$ cat src/rtl/stopwatch_pkg.sv
// stopwatch_pkg
//   Shared types and constants for the stopwatch display slice.
//   - bcd_t      : one BCD digit
//   - dig_idx_t  : scan slot index (DIG_MIN=5 .. DIG_MILLI=0)
//   - digits_t   : the six buffered digits
//   - SEG_*      : seven-segment glyphs {g,f,e,d,c,b,a}, active-high
//   - LIMIT_MIN  : minutes value at which the optional limit blink engages
package stopwatch_pkg;

  typedef logic [3:0] bcd_t;
  typedef logic [2:0] dig_idx_t;

  localparam dig_idx_t DIG_MIN   = 3'd5;
  localparam dig_idx_t DIG_SEG2  = 3'd4;
  localparam dig_idx_t DIG_SEG1  = 3'd3;
  localparam dig_idx_t DIG_DECI  = 3'd2;
  localparam dig_idx_t DIG_CENTI = 3'd1;
  localparam dig_idx_t DIG_MILLI = 3'd0;

  localparam logic [6:0] SEG_0    = 7'h3F;
  localparam logic [6:0] SEG_1    = 7'h06;
  localparam logic [6:0] SEG_2    = 7'h5B;
  localparam logic [6:0] SEG_3    = 7'h4F;
  localparam logic [6:0] SEG_4    = 7'h66;
  localparam logic [6:0] SEG_5    = 7'h6D;
  localparam logic [6:0] SEG_6    = 7'h7D;
  localparam logic [6:0] SEG_7    = 7'h07;
  localparam logic [6:0] SEG_8    = 7'h7F;
  localparam logic [6:0] SEG_9    = 7'h6F;
  localparam logic [6:0] SEG_DASH = 7'h40;

  localparam bcd_t LIMIT_MIN = 4'd2;

  typedef struct packed {
    bcd_t min;
    bcd_t seg2;
    bcd_t seg1;
    bcd_t deci;
    bcd_t centi;
    bcd_t milli;
  } digits_t;

endpackage

$ cat src/rtl/stopwatch_display_bcd_to_7seg.sv
// bcd_to_7seg
//   Purely combinational BCD to seven-segment glyph decoder, active-high.
//   Values 10..15 are not BCD and show a dash (segment g only).
// Ports:
//   bcd   in  4  digit value
//   glyph out 7  segments {g,f,e,d,c,b,a}, 1 = lit
module bcd_to_7seg
  import stopwatch_pkg::*;
(
  input  bcd_t       bcd,
  output logic [6:0] glyph
);

  // Glyph lookup
  always_comb begin
    glyph = SEG_DASH;
    case (bcd)
      4'd0:    glyph = SEG_0;
      4'd1:    glyph = SEG_1;
      4'd2:    glyph = SEG_2;
      4'd3:    glyph = SEG_3;
      4'd4:    glyph = SEG_4;
      4'd5:    glyph = SEG_5;
      4'd6:    glyph = SEG_6;
      4'd7:    glyph = SEG_7;
      4'd8:    glyph = SEG_8;
      4'd9:    glyph = SEG_9;
      default: glyph = SEG_DASH;
    endcase
  end

endmodule

$ cat src/rtl/stopwatch_display.sv
// stopwatch_display
//   Drives a 6-digit multiplexed seven-segment display from the stopwatch
//   counter's BCD digits. Adds a lap/hold snapshot buffer, leading-zero
//   blanking of the minutes/tens-of-seconds digits and fixed decimal points.
//   All pin outputs are registered.
// Optional feature (macro LIMIT_BLINK_EN):
//   When defined, the whole display blinks (all anodes off during the off
//   half, period 2*BLINK_DIV scan slots) while the buffered minutes digit
//   equals LIMIT_MIN. When undefined the display is always steady.
// Ports:
//   clk        in  1  system clock, rising edge
//   reset      in  1  asynchronous active-low reset
//   min..milli in  4  live BCD digits from the counter
//   lap_toggle in  1  pulse; toggles hold mode
//   frozen     out 1  1 = held snapshot displayed
//   seg        out 7  segments {g,f,e,d,c,b,a}, polarity per SEG_ACTIVE_LOW
//   dp         out 1  decimal point of selected digit, same polarity as seg
//   an         out 6  one-hot digit select, an[5]=min .. an[0]=milli
module stopwatch_display
  import stopwatch_pkg::*;
#(
  parameter int CLK_DIV        = 50000,
  parameter bit SEG_ACTIVE_LOW = 1'b1,
  parameter bit AN_ACTIVE_LOW  = 1'b1,
  parameter int BLINK_DIV      = 64
) (
  input  logic       clk,
  input  logic       reset,
  input  bcd_t       min,
  input  bcd_t       seg2,
  input  bcd_t       seg1,
  input  bcd_t       deci,
  input  bcd_t       centi,
  input  bcd_t       milli,
  input  logic       lap_toggle,
  output logic       frozen,
  output logic [6:0] seg,
  output logic       dp,
  output logic [5:0] an
);

  localparam int PW = (CLK_DIV > 2) ? $clog2(CLK_DIV) : 1;

  // XOR masks that turn active-high internal values into pin polarity;
  // they are also the "all unlit / all deselected" reset patterns.
  localparam logic [6:0] SEG_OFF = {7{SEG_ACTIVE_LOW}};
  localparam logic       DP_OFF  = SEG_ACTIVE_LOW;
  localparam logic [5:0] AN_OFF  = {6{AN_ACTIVE_LOW}};

  logic [PW-1:0] presc_r;
  logic          scan_tick_s;
  dig_idx_t      idx_r;
  logic          frozen_r;
  digits_t       buf_r;
  digits_t       live_s;

  bcd_t          digit_s;
  logic          blank_s;
  logic          dp_on_s;
  logic [5:0]    an_on_s;
  logic [6:0]    glyph_s;
  logic [6:0]    seg_on_s;
  logic [5:0]    an_vis_s;
  logic          blink_off_s;

  logic [6:0]    seg_r;
  logic          dp_r;
  logic [5:0]    an_r;

  assign live_s      = '{min: min, seg2: seg2, seg1: seg1,
                         deci: deci, centi: centi, milli: milli};
  assign scan_tick_s = (presc_r == PW'(CLK_DIV - 1));

  // Scan prescaler: counts 0..CLK_DIV-1 and wraps
  always_ff @(posedge clk or negedge reset) begin
    if (!reset) begin
      presc_r <= '0;
    end else if (scan_tick_s) begin
      presc_r <= '0;
    end else begin
      presc_r <= presc_r + PW'(1);
    end
  end

  // Digit index: steps 5 -> 4 -> ... -> 0 -> 5 once per scan slot
  always_ff @(posedge clk or negedge reset) begin
    if (!reset) begin
      idx_r <= DIG_MILLI;
    end else if (scan_tick_s) begin
      idx_r <= (idx_r == DIG_MILLI) ? DIG_MIN : (idx_r - 3'd1);
    end else begin
      idx_r <= idx_r;
    end
  end

  // Hold mode and snapshot buffer. The buffer decision uses the frozen
  // value before the edge, so a freezing pulse still captures that edge's
  // inputs and an unfreezing pulse resumes loading one edge later.
  always_ff @(posedge clk or negedge reset) begin
    if (!reset) begin
      frozen_r <= 1'b0;
      buf_r    <= '0;
    end else begin
      frozen_r <= frozen_r ^ lap_toggle;
      if (!frozen_r) begin
        buf_r <= live_s;
      end else begin
        buf_r <= buf_r;
      end
    end
  end

`ifdef LIMIT_BLINK_EN
  localparam int BW = (BLINK_DIV > 2) ? $clog2(BLINK_DIV) : 1;

  logic [BW-1:0] blink_cnt_r;
  logic          blink_off_r;

  // Limit blink: half-period counter of scan slots, parked in the on phase
  // whenever the buffered minutes are not at the limit
  always_ff @(posedge clk or negedge reset) begin
    if (!reset) begin
      blink_cnt_r <= '0;
      blink_off_r <= 1'b0;
    end else if (buf_r.min != LIMIT_MIN) begin
      blink_cnt_r <= '0;
      blink_off_r <= 1'b0;
    end else if (scan_tick_s) begin
      if (blink_cnt_r == BW'(BLINK_DIV - 1)) begin
        blink_cnt_r <= '0;
        blink_off_r <= ~blink_off_r;
      end else begin
        blink_cnt_r <= blink_cnt_r + BW'(1);
        blink_off_r <= blink_off_r;
      end
    end else begin
      blink_cnt_r <= blink_cnt_r;
      blink_off_r <= blink_off_r;
    end
  end

  assign blink_off_s = blink_off_r;
`else
  assign blink_off_s = 1'b0;
`endif

  // Digit select, blanking and decimal point for the current slot
  always_comb begin
    digit_s = 4'd0;
    blank_s = 1'b1;
    dp_on_s = 1'b0;
    an_on_s = 6'b000000;
    case (idx_r)
      DIG_MIN: begin
        digit_s = buf_r.min;
        blank_s = (buf_r.min == 4'd0);
        dp_on_s = (buf_r.min != 4'd0);
        an_on_s = 6'b100000;
      end
      DIG_SEG2: begin
        digit_s = buf_r.seg2;
        blank_s = (buf_r.min == 4'd0) && (buf_r.seg2 == 4'd0);
        an_on_s = 6'b010000;
      end
      DIG_SEG1: begin
        digit_s = buf_r.seg1;
        blank_s = 1'b0;
        dp_on_s = 1'b1;
        an_on_s = 6'b001000;
      end
      DIG_DECI: begin
        digit_s = buf_r.deci;
        blank_s = 1'b0;
        an_on_s = 6'b000100;
      end
      DIG_CENTI: begin
        digit_s = buf_r.centi;
        blank_s = 1'b0;
        an_on_s = 6'b000010;
      end
      DIG_MILLI: begin
        digit_s = buf_r.milli;
        blank_s = 1'b0;
        an_on_s = 6'b000001;
      end
      default: begin
        digit_s = 4'd0;
        blank_s = 1'b1;
        dp_on_s = 1'b0;
        an_on_s = 6'b000000;
      end
    endcase
  end

  bcd_to_7seg u_dec (
    .bcd   (digit_s),
    .glyph (glyph_s)
  );

  // Apply blanking and blink gating to the decoded slot
  always_comb begin
    seg_on_s = 7'h00;
    an_vis_s = 6'b000000;
    if (blank_s) begin
      seg_on_s = 7'h00;
    end else begin
      seg_on_s = glyph_s;
    end
    if (blink_off_s) begin
      an_vis_s = 6'b000000;
    end else begin
      an_vis_s = an_on_s;
    end
  end

  // Pin output register with polarity conversion
  always_ff @(posedge clk or negedge reset) begin
    if (!reset) begin
      seg_r <= SEG_OFF;
      dp_r  <= DP_OFF;
      an_r  <= AN_OFF;
    end else begin
      seg_r <= seg_on_s ^ SEG_OFF;
      dp_r  <= dp_on_s ^ DP_OFF;
      an_r  <= an_vis_s ^ AN_OFF;
    end
  end

  assign frozen = frozen_r;
  assign seg    = seg_r;
  assign dp     = dp_r;
  assign an     = an_r;

endmodule

$ cat config.mk
export PLATFORM = sky130hd
export DESIGN_NAME = stopwatch_display
export DESIGN_NICKNAME = d
export VERILOG_FILES = /design/src/rtl/stopwatch_pkg.sv /design/src/rtl/stopwatch_display_bcd_to_7seg.sv /design/src/rtl/stopwatch_display.sv
export SDC_FILE = /design/constraint.sdc
export NUM_CORES = 1
export LEC_CHECK = 0
export BUFFER_PORTS_ARGS = -buffer_cell sky130_fd_sc_hd__buf_2
export CAP_MARGIN = 20
export CORE_MARGIN = 2
export CORE_UTILIZATION = 30
export CTS_BUF_LIST = sky130_fd_sc_hd__clkbuf_2
export DETAILED_ROUTE_END_ITERATION = 6
export MAX_ROUTING_LAYER = met4
export PLACE_DENSITY = 0.58
export SLEW_MARGIN = 20
export SYNTH_ARGS = -nofsm -noshare
export SYNTH_HDL_FRONTEND = slang
export SYNTH_HIERARCHICAL = 1
export SYNTH_SLANG_ARGS = --single-unit
$ cat constraint.sdc
create_clock -name clk -period 2.8 [get_ports clk]
set_clock_uncertainty 0.15 [all_clocks]
set_input_delay 0.56 -clock clk [delete_from_list [all_inputs] [get_ports clk]]
set_output_delay 0.56 -clock clk [all_outputs]
set_load 0.01 [all_outputs]
==> results by group, run 1 <==
Final layout
  – FF+latch area: 1470 um^2
  – Final nets: 310
  – Multi-input gate area: 1130 um^2
  – Layout cells sized above 1: 39.9%
  – Layout fillers: 866
  – Non-filler cells in the finished layout: 389
  – Fin util: 36.6%
  – Area Overhead vs Synth: 18.5%
  – Antenna diode instance count: 0
  – Post-Layout Inst Area: 3190 um^2

Power
  – Total leakage power: 1.44 nW
  – Tot Pwr: 2.70 mW
  – Max VDD drop: 0.465 mV
  – Power density over the cells: 845 nW/um^2

Logic synthesis
  – Mapped Nets: 257
  – Most common cell in the synthesized netlist: dfrtp_1
  – Synth Instances: 223
  – Post-synth EDFFs: 0
  – Post-synthesis register bit count: 58
  – Synth top area cells: dfrtp_1 41%, dfstp_2 14%, mux2_2 11%
  – Synth warnings: 6
  – Sequential-to-total area share from yosys stat: 54.5%
  – Post-synthesis cell area: 2690 um^2
  – Asr flop ratio synth: 100%
  – Top post-synthesis cells by count: 44 x dfrtp_1, 27 x mux2_2, 15 x nand2_1
  – Yosys top cell by area: dfrtp_1
  – Ys flop type: dfrtp_1
  – Fraction of synthesized cell area taken by the top area cell type: 40.9%
  – Average cell area after synthesis: 12.1 um^2
  – Synth unique cells: 45

Global routing
  – Tot GR Track Use: 12.3%
  – Initial antenna violation count: 0
  – First-pass GRT wire length: 9080 um
  – Overflow after GRT: 0
  – Largest net degree at the start of global routing: 26
  – Vias in the first global route: 1882

Timing
  – Endpoints failing hold: 0
  – Final setup viols: 0
  – Fin crit share: 85.0%
  – Relative slew slack: 61.1%
  – Final Max Tran Viols: 0
  – Final Critical Period: 2.38 ns
  – Slew @ Worst Pin: 0.579 ns
  – Peak Freq: 420 MHz
  – Setup Total Neg Slack: 0 ns
  – RSZ-0062 raised after global routing: no

Status
  – Outcome: completed

Drt
  – 1st-iter DRT viols: 48
  – Total wire length: 5230 um
  – Avg WL per Cell: 13.5 um
  – DRC: 0
  – Post-detailed-route via-to-cell ratio: 4.59
  – Antenna viol nets, final: 0
  – Drt pass-1 iters: 4
  – Total number of vias: 1787

Placement
  – Hpwl dp: 3990 um
  – Post-DP Area: 3050 um^2
  – Placed cells: 372
  – Port-buffer cells: 41
  – Placer Congestion: 0.786

Clock network
  – H-tree depth: 3
  – CTS root buf: clkbuf_2
  – CTS tree: done
  – Clk sinks: 58
  – Inserted Clock Buffers: 9
  – Post-CTS sizing: 0
  – CTS clk-pin slew, worst paths: 0.17 ns
  – Clock buffer depth: 2
  – Clock Latency Late Sink: 0.48 ns

Die
  – Starting Density: 30.9%
  – Core area: 8720 um^2
  – I/O pin count: 42
  – Die W: 98.8 um
  – Core Rows: 34
  – Full die area: 9750 um^2
  – Die height: 98.8 um

Critical path
  – Critical path class: flip-flop to flip-flop
  – Critical path endpoint category: flip-flop
  – Worst EP arrival: 2.62 ns
  – Startpoint Class: flip-flop
  – Critical path fanouts, max: 9
  – Worst endpoint required time: 3.04 ns

Hold path
  – Worst Hold Class: primary input to flip-flop

Flow run
  – Max_cap viols: 0
[placed cells by master, fill, tap and decap left out, drive strengths merged, types with 7 or more instances in the layout]
| master | count |
|---|---|
| xnor2 | 7 |
| nand2 | 15 |
| nor2 | 13 |
| inv | 10 |
| clkbuf | 12 |
| ha | 7 |
| dfrtp | 44 |
| dfstp | 14 |
| mux2 | 28 |
| xor2 | 7 |
| buf | 51 |
[state kept, by name (all words and copies together) (netlist names)]
| name | flops |
|---|---|
| an | 6 |
| buf_r | 24 |
| dp | 1 |
| frozen | 1 |
| idx_r | 3 |
| presc_r | 16 |
| seg | 7 |
[stage by stage]
step	hold slack [ns]	setup WS, ns
detailed placement	0.328	0.500
finish	0.117	0.421
global placement	0.321	0.589
floorplan	0.114	0.380
CTS	0.0620	0.417
global route	0.0415	0.135
[layout make-up]
class,instances,area share (%)
clock inverter,4,2.16
timing repair buffer,52,9.09
clock buffer,12,1.88
tap,108,4.23
multi-input combinational,145,35.4
sequential,58,46.0
inverter,10,1.18
[worst paths after layout]
path	start	to	cells after the start	slack (ns)
hold / removal	lap_toggle	frozen	2	0.12
setup / recovery	idx_r[2]	seg[5]	8	0.42
min in group asynchronous	reset	presc_r[4]	2	0.41
setup reg to reg	idx_r[2]	seg[5]	8	0.42
max in group asynchronous	reset	seg[3]	3	1.34
hold reg to reg	presc_r[12]	presc_r[12]	1	0.36
[power breakdown]
group | leakage, nW | internal, mW | switching, mW | total [mW]
clock network | 0.0836 | 0.304 | 0.294 | 0.598
registers | 0.689 | 1.10 | 0.126 | 1.23
logic | 0.669 | 0.457 | 0.413 | 0.870
total | 1.44 | 1.86 | 0.833 | 2.70
[cells by family after synthesis]
| group | after synthesis | share of synthesized area [%] |
|---|---|---|
| mux | 33 | 14.0 |
| fa+ha+maj | 7 | 3.25 |
| buf+inv | 20 | 3.48 |
| simple gates | 65 | 13.7 |
| xor+xnor | 14 | 4.55 |
| flops | 58 | 54.5 |
| compound gates | 26 | 6.46 |
[per-layer routing]
layer  global-route usage [%]  vias to the layer above  wire length, um
met1                     16.6                      844             2570
met3                     4.18                        8              282
met4                     5.06                        0               57
met5                        -                        -                0
met2                     16.8                       45             2320
li1                         -                      890                -
[what timing repair did]
item,CTS,global route
hold buffers,1,0
endpoints found under the hold margin,22,0
buffers inserted,0,0
endpoints found under the setup margin,0,0
[worst max-delay path, cell delays in order, from the launching register on]
cell and delay (ns):
dfrtp_1 0.42, nor2b_1 0.45, a21oi_1 0.15, a21oi_1 0.30, inv_1 0.16, ha_1 0.24
nor2b_1 0.13, o31a_1 0.23, nand2_1 0.06
(Power assumes the default switching activity.)
==> inputs of run 2 (changes only) <==
- clock period: 2.8 -> 2.5 ns (I/O delays scaled with it)
==> run 2 against run 1 <==
Total power is 8.1% higher; sequential power grew 13%; via count is 0.67% higher; final area fell by 0.47%; utilization down 0.17 points; sequential share of layout area grew 0.22 points.
==> results by group, run 2 (synthesis gave the netlist of run 1 again) <==
Critical path
  – RR Startpoint: idx_r[1] (was idx_r[2])
  – Critical path fanouts, max: 13 (was 9)
  – Worst EP arrival: 2.60 ns (was 2.62 ns)
  – Worst reg2reg endpoint: seg[5] (unchanged)
  – Critical path class: flip-flop to flip-flop (unchanged)
  – Startpoint Class: flip-flop (unchanged)
  – Crit-path max cell delay: 0.56 ns (was 0.45 ns)
  – R2r setup slk: 0.17 ns (was 0.42 ns)
  – Critical path endpoint category: flip-flop (unchanged)
  – R2R cell count: 9 (was 8)
  – Slowest cell on crit path: dfrtp_1 (was nor2b_1)
  – Worst endpoint required time: 2.77 ns (was 3.04 ns)
  – Crit path from: idx_r[1] (was idx_r[2])
  – CP bufs+invs: 2 (was 1)
  – CP Cell Sequence: nor2b_1, buf_4, a21oi_1, a21oi_1, inv_1, ha_1, nor2b_1, o31a_1, nand2_1 (was nor2b_1, a21oi_1, a21oi_1, inv_1, ha_1, nor2b_1, o31a_1, nand2_1)
  – Delay-heaviest family, CP: compound AO/OA/AOI/OAI gates (unchanged)

Hold path
  – WHS Path Cells: 2 (unchanged)
  – Hold path startpoint: deci[2] (was lap_toggle)
  – Worst Hold Class: primary input to flip-flop (unchanged)
  – Hold Path End: buf_r[10] (was frozen)

Timing
  – Peak Freq: 430 MHz (was 420 MHz)
  – Final Critical Period: 2.33 ns (was 2.38 ns)
  – Fin crit share: 93.0% (was 85.0%)
  – Relative slew slack: 51.3% (was 61.1%)
  – Slew @ Worst Pin: 0.730 ns (was 0.579 ns)
  – Final Max Tran Viols: 0 (unchanged)
  – Setup Total Neg Slack: 0 ns (unchanged)
  – RSZ-0062 raised after global routing: no (unchanged)
  – WHS: 0.0834 ns (was 0.117 ns)
  – Endpoints failing hold: 0 (unchanged)
  – Final setup viols: 0 (unchanged)

Global routing
  – Initial antenna violation count: 0 (unchanged)
  – Vias in the first global route: 1799 (was 1882)
  – Largest net degree at the start of global routing: 59 (was 26)
  – Tot GR Track Use: 11.9% (was 12.3%)
  – Overflow after GRT: 0 (unchanged)
  – First-pass GRT wire length: 8810 um (was 9080 um)

Die
  – Core area: 8720 um^2 (unchanged)
  – I/O pin count: 42 (unchanged)
  – Die W: 98.8 um (unchanged)
  – Full die area: 9750 um^2 (unchanged)
  – Core Rows: 34 (unchanged)
  – Die height: 98.8 um (unchanged)
  – Starting Density: 30.9% (unchanged)

Final layout
  – Antenna diode instance count: 0 (unchanged)
  – Area Overhead vs Synth: 17.9% (was 18.5%)
  – Layout cells sized above 1: 39.7% (was 39.9%)
  – Top reg by flops: buf_r (unchanged)
  – Final nets: 311 (was 310)
  – Commonest non-fill, non-tap cells in the layout: 44 x dfrtp_1, 41 x buf_2, 27 x mux2_2, 15 x nand2_1, 14 x dfstp_2 (unchanged)
  – Most common cell after layout, fill and taps aside: dfrtp_1 (unchanged)
  – Largest register FFs: 24 (unchanged)

Power
  – Max VDD drop: 0.410 mV (was 0.465 mV)
  – Total leakage power: 1.44 nW (about the same)
  – Power density over the cells: 917 nW/um^2 (was 845 nW/um^2)

Clock network
  – CTS root buf: clkbuf_2 (unchanged)
  – H-tree depth: 3 (unchanged)
  – Inserted Clock Buffers: 9 (unchanged)
  – Clock buffer depth: 2 (unchanged)
  – Clock Latency Late Sink: 0.48 ns (about the same)
  – CTS clk-pin slew, worst paths: 0.17 ns (about the same)
  – Clk sinks: 58 (unchanged)
  – CTS tree: done (unchanged)

Drt
  – Total wire length: 5190 um (was 5230 um)
  – Drt pass-1 iters: 4 (unchanged)
  – Avg WL per Cell: 13.3 um (was 13.5 um)
  – DRC: 0 (unchanged)
  – 1st-iter DRT viols: 76 (was 48)
  – Total number of vias: 1799 (was 1787)
  – Antenna viol nets, final: 0 (unchanged)
  – Post-detailed-route via-to-cell ratio: 4.61 (was 4.59)

Placement
  – Placer Congestion: 0.785 (was 0.786)
  – Hpwl dp: 3730 um (was 3990 um)
  – Port-buffer cells: 41 (unchanged)

Status
  – Outcome: completed (unchanged)

Flow run
  – Max_cap viols: 0 (unchanged)
-- run 2: changes by cell type in the layout (fill, tap and decap cells not counted), sizes merged --
| cell | before | now |
|---|---|---|
| clkinv | 2 | 3 |
| dlygate4sd3 | 1 | 2 |
| bufinv | 2 | 1 |
-- run 2: through the flow --
step | std cells | instance area (um^2) | setup slack [ns] | util, % | power (mW)
floorplan | 223 | 2690 | 0.0800 | - | 2.10
global placement | 372 | 3050 | 0.299 | 35.0 | 2.36
detailed placement | 372 | 3050 | 0.234 | 35.0 | 2.38
CTS | 390 | 3180 | 0.203 | 36.4 | 2.96
global route | 390 | 3180 | 0.0309 | 36.4 | 3.16
finish | 390 | 3180 | 0.175 | 36.4 | 2.91
-- run 2: worst max-delay path by stage --
stage | slack, ns | to | depth (start not counted)
3_3_place_gp | 0.30 | seg[5] | 10
3_5_place_dp | 0.23 | seg[5] | 9
2_1_floorplan | 0.08 | seg[0] | 9
6_report | 0.17 | seg[5] | 9
5_1_grt | 0.03 | seg[5] | 9
4_1_cts | 0.20 | seg[5] | 9
-- run 2: report_power, final --
part | internal, mW | total, mW | switching (mW)
Combinational | 0.508 | 0.958 | 0.450
Sequential | 1.24 | 1.39 | 0.150
Clock | 0.238 | 0.571 | 0.333
Total | 1.98 | 2.91 | 0.933
-- run 2: timing repair --
action                                 in CTS  in global routing
endpoints found under the hold margin      38                  0
hold buffers                                2                  0
setup buffers                               0                  0
gates resized for setup                     0                  0
setup endpoints to repair                   0                  0
-- run 2: routing by layer --
| layer | vias to the layer above | GRT usage [%] | wire (um) |
|---|---|---|---|
| li1 | 888 | - | - |
| met1 | 860 | 16.6 | 2580 |
| met5 | - | - | 0 |
| met4 | 0 | 3.79 | 70 |
| met3 | 9 | 4.75 | 293 |
| met2 | 42 | 15.9 | 2250 |
-- run 2: final cells by class --
class	count	area, um^2
timing repair buffer	53	300
sequential	58	1470
inverter	10	37.5
clock buffer	12	60.1
fill	884	5540
multi-input combinational	145	1130
clock inverter	4	43.8
tap	108	135
==> inputs of run 3 (changes only) <==
- CORE_ASPECT_RATIO: not set -> 0.75
- PLACE_DENSITY: 0.58 -> not set
- PLACE_DENSITY_LB_ADDON: not set -> 0.05
==> run 3 against run 2 <==
Flip-flop and latch count unchanged; first-iteration DRC count fell by 11%; register-to-register slack better by 0.06 ns; critical endpoint is now seg[3]; largest power group unchanged; highest routed layer unchanged.
==> results by group, run 3 (synthesis gave the netlist of run 1 again) <==
Global routing
  – Overflow after GRT: 0 (unchanged)
  – Largest net degree at the start of global routing: 59 (unchanged)
  – Initial antenna violation count: 0 (unchanged)
  – First-pass GRT wire length: 9810 um (was 8810 um)
  – Tot GR Track Use: 13.7% (was 11.9%)
  – Vias in the first global route: 1837 (was 1799)

Critical path
  – Startpoint Class: flip-flop (unchanged)
  – CP Cell Sequence: buf_4, or3_1, o21a_1, o211ai_1, inv_1, ha_1, mux2_2, o22ai_1, nand2_1 (was nor2b_1, buf_4, a21oi_1, a21oi_1, inv_1, ha_1, nor2b_1, o31a_1, nand2_1)
  – Worst EP arrival: 2.52 ns (was 2.60 ns)
  – Crit-path max cell delay: 0.43 ns (was 0.56 ns)
  – Slowest cell on crit path: dfrtp_1 (unchanged)
  – CP bufs+invs: 2 (unchanged)
  – Critical path class: flip-flop to flip-flop (unchanged)
  – Critical path fanouts, max: 8 (was 13)
  – Worst endpoint required time: 2.76 ns (was 2.77 ns)
  – Delay-heaviest family, CP: compound AO/OA/AOI/OAI gates (unchanged)
  – Critical path endpoint category: flip-flop (unchanged)

Drt
  – Total wire length: 5670 um (was 5190 um)
  – Avg WL per Cell: 14.3 um (was 13.3 um)
  – DRC: 0 (unchanged)
  – Antenna viol nets, final: 0 (unchanged)
  – 1st-iter DRT viols: 68 (was 76)
  – Post-detailed-route via-to-cell ratio: 4.55 (was 4.61)
  – Total number of vias: 1807 (was 1799)
  – Drt pass-1 iters: 4 (unchanged)

Placement
  – Placer Congestion: 0.749 (was 0.785)
  – Port-buffer cells: 41 (unchanged)
  – Hpwl dp: 4130 um (was 3730 um)

Timing
  – Peak Freq: 442 MHz (was 430 MHz)
  – Setup Total Neg Slack: 0 ns (unchanged)
  – RSZ-0062 raised after global routing: no (unchanged)
  – Relative slew slack: 63.4% (was 51.3%)
  – Fin crit share: 90.4% (was 93.0%)
  – Final Max Tran Viols: 0 (unchanged)
  – Endpoints failing hold: 0 (unchanged)
  – Slew @ Worst Pin: 0.545 ns (was 0.730 ns)
  – Final Critical Period: 2.26 ns (was 2.33 ns)
  – Final setup viols: 0 (unchanged)

Final layout
  – Multi-input gate area: 1130 um^2 (about the same)
  – FF+latch area: 1470 um^2 (unchanged)
  – Layout fillers: 865 (was 884)
  – Commonest non-fill, non-tap cells in the layout: 44 x dfrtp_1, 41 x buf_2, 27 x mux2_2, 15 x nand2_1, 14 x dfstp_2 (unchanged)
  – Layout cells sized above 1: 40.8% (was 39.7%)
  – Most common cell after layout, fill and taps aside: dfrtp_1 (unchanged)
  – Fin util: 38.4% (was 36.4%)
  – Area Overhead vs Synth: 22.6% (was 17.9%)
  – Final nets: 318 (was 311)
  – Top reg by flops: buf_r (unchanged)
  – Antenna diode instance count: 0 (unchanged)
  – Largest register FFs: 24 (unchanged)

Clock network
  – Clock Latency Late Sink: 0.50 ns (was 0.48 ns)
  – CTS root buf: clkbuf_2 (unchanged)
  – Postcts setup bufs: 0 (unchanged)
  – H-tree depth: 3 (unchanged)
  – CTS tree: done (unchanged)
  – Clock buffer depth: 2 (unchanged)
  – Inserted Clock Buffers: 9 (unchanged)
  – Clk sinks: 58 (unchanged)
  – CTS clk-pin slew, worst paths: 0.16 ns (was 0.17 ns)

Die
  – I/O pin count: 42 (unchanged)
  – Starting Density: 31.3% (was 30.9%)
  – Die height: 86.1 um (was 98.8 um)
  – Core area: 8600 um^2 (was 8720 um^2)
  – Core Rows: 29 (was 34)
  – Die W: 113 um (was 98.8 um)
  – Full die area: 9760 um^2 (was 9750 um^2)

Power
  – Total leakage power: 1.50 nW (was 1.44 nW)
  – Power density over the cells: 958 nW/um^2 (was 917 nW/um^2)
  – Max VDD drop: 0.441 mV (was 0.410 mV)

Flow run
  – Max_cap viols: 0 (unchanged)

Hold path
  – Worst Hold Class: primary input to flip-flop (unchanged)

Status
  – Outcome: completed (unchanged)
==> run 3: cell types whose count changed in the layout (fill, tap and decap cells not counted), sizes merged <==
cell         delta
buf             +4
clkbuf          -2
bufinv          +2
dlygate4sd3     +3
==> run 3: worst reg2reg max path: stages, from the launching register on <==
cell and delay, ns:
dfrtp_1 0.43, buf_4 0.17, or3_1 0.33, o21a_1 0.18
o211ai_1 0.12, inv_1 0.12, ha_1 0.19, mux2_2 0.27
o22ai_1 0.15, nand2_1 0.07
==> run 3: where the power goes <==
part / leakage [nW] / internal (mW) / switching [mW] / total (mW)
combinational: 0.711 / 0.524 / 0.436 / 0.960
clock: 0.0957 / 0.431 / 0.353 / 0.784
sequential: 0.689 / 1.24 / 0.185 / 1.42
==> run 3: stage by stage <==
step	setup slack (ns)	instance area (um^2)	cells	hold WS (ns)	power, mW
floorplan	0.0800	2690	223	0.0544	2.10
finish	0.239	3300	397	0.0727	3.16
CTS	0.108	3280	395	0.00609	3.22
detailed placement	0.147	3100	376	0.325	2.41
global placement	0.249	3100	376	0.327	2.41
global route	0.0482	3300	397	0.00113	3.41
==> run 3: worst paths after layout <==
path	end	depth (start not counted)	slack, ns	from
worst min register to register	presc_r[0]	1	0.34	presc_r[0]
worst max-delay path	seg[3]	9	0.24	idx_r[2]
min in group asynchronous	idx_r[0]	3	0.35	reset
worst min-delay path	buf_r[7]	2	0.07	centi[3]
max in group asynchronous	an[5]	3	1.54	reset
worst max register to register	seg[3]	9	0.24	idx_r[2]
==> run 3: routing by layer <==
layer | wire, um | vias to the layer above | part of all wire, % | track usage, %
met2 | 2200 | 36 | 39 | 17.4
met5 | 0 | - | 0 | -
met1 | 3140 | 857 | 55 | 19.8
li1 | - | 904 | - | -
met4 | 89 | 0 | 1.6 | 4.99
met3 | 236 | 10 | 4.2 | 4.95
==> run 3: final cells by class <==
class | instances | share of cell area [%]
Clock inverter | 6 | 3.18
Timing Repair Buffer | 60 | 11.3
Inverter | 10 | 1.14
Tap cell | 108 | 4.09
Clock buffer | 10 | 1.52
Multi-Input combinational cell | 145 | 34.3
Sequential cell | 58 | 44.5
==> run 3: repair_timing <==
| action | CTS | global route |
|---|---|---|
| hold buffers | 3 | 2 |
| setup endpoints to repair | 0 | 3 |
| hold endpoints to repair | 46 | 2 |
| resized for setup | 0 | 1 |
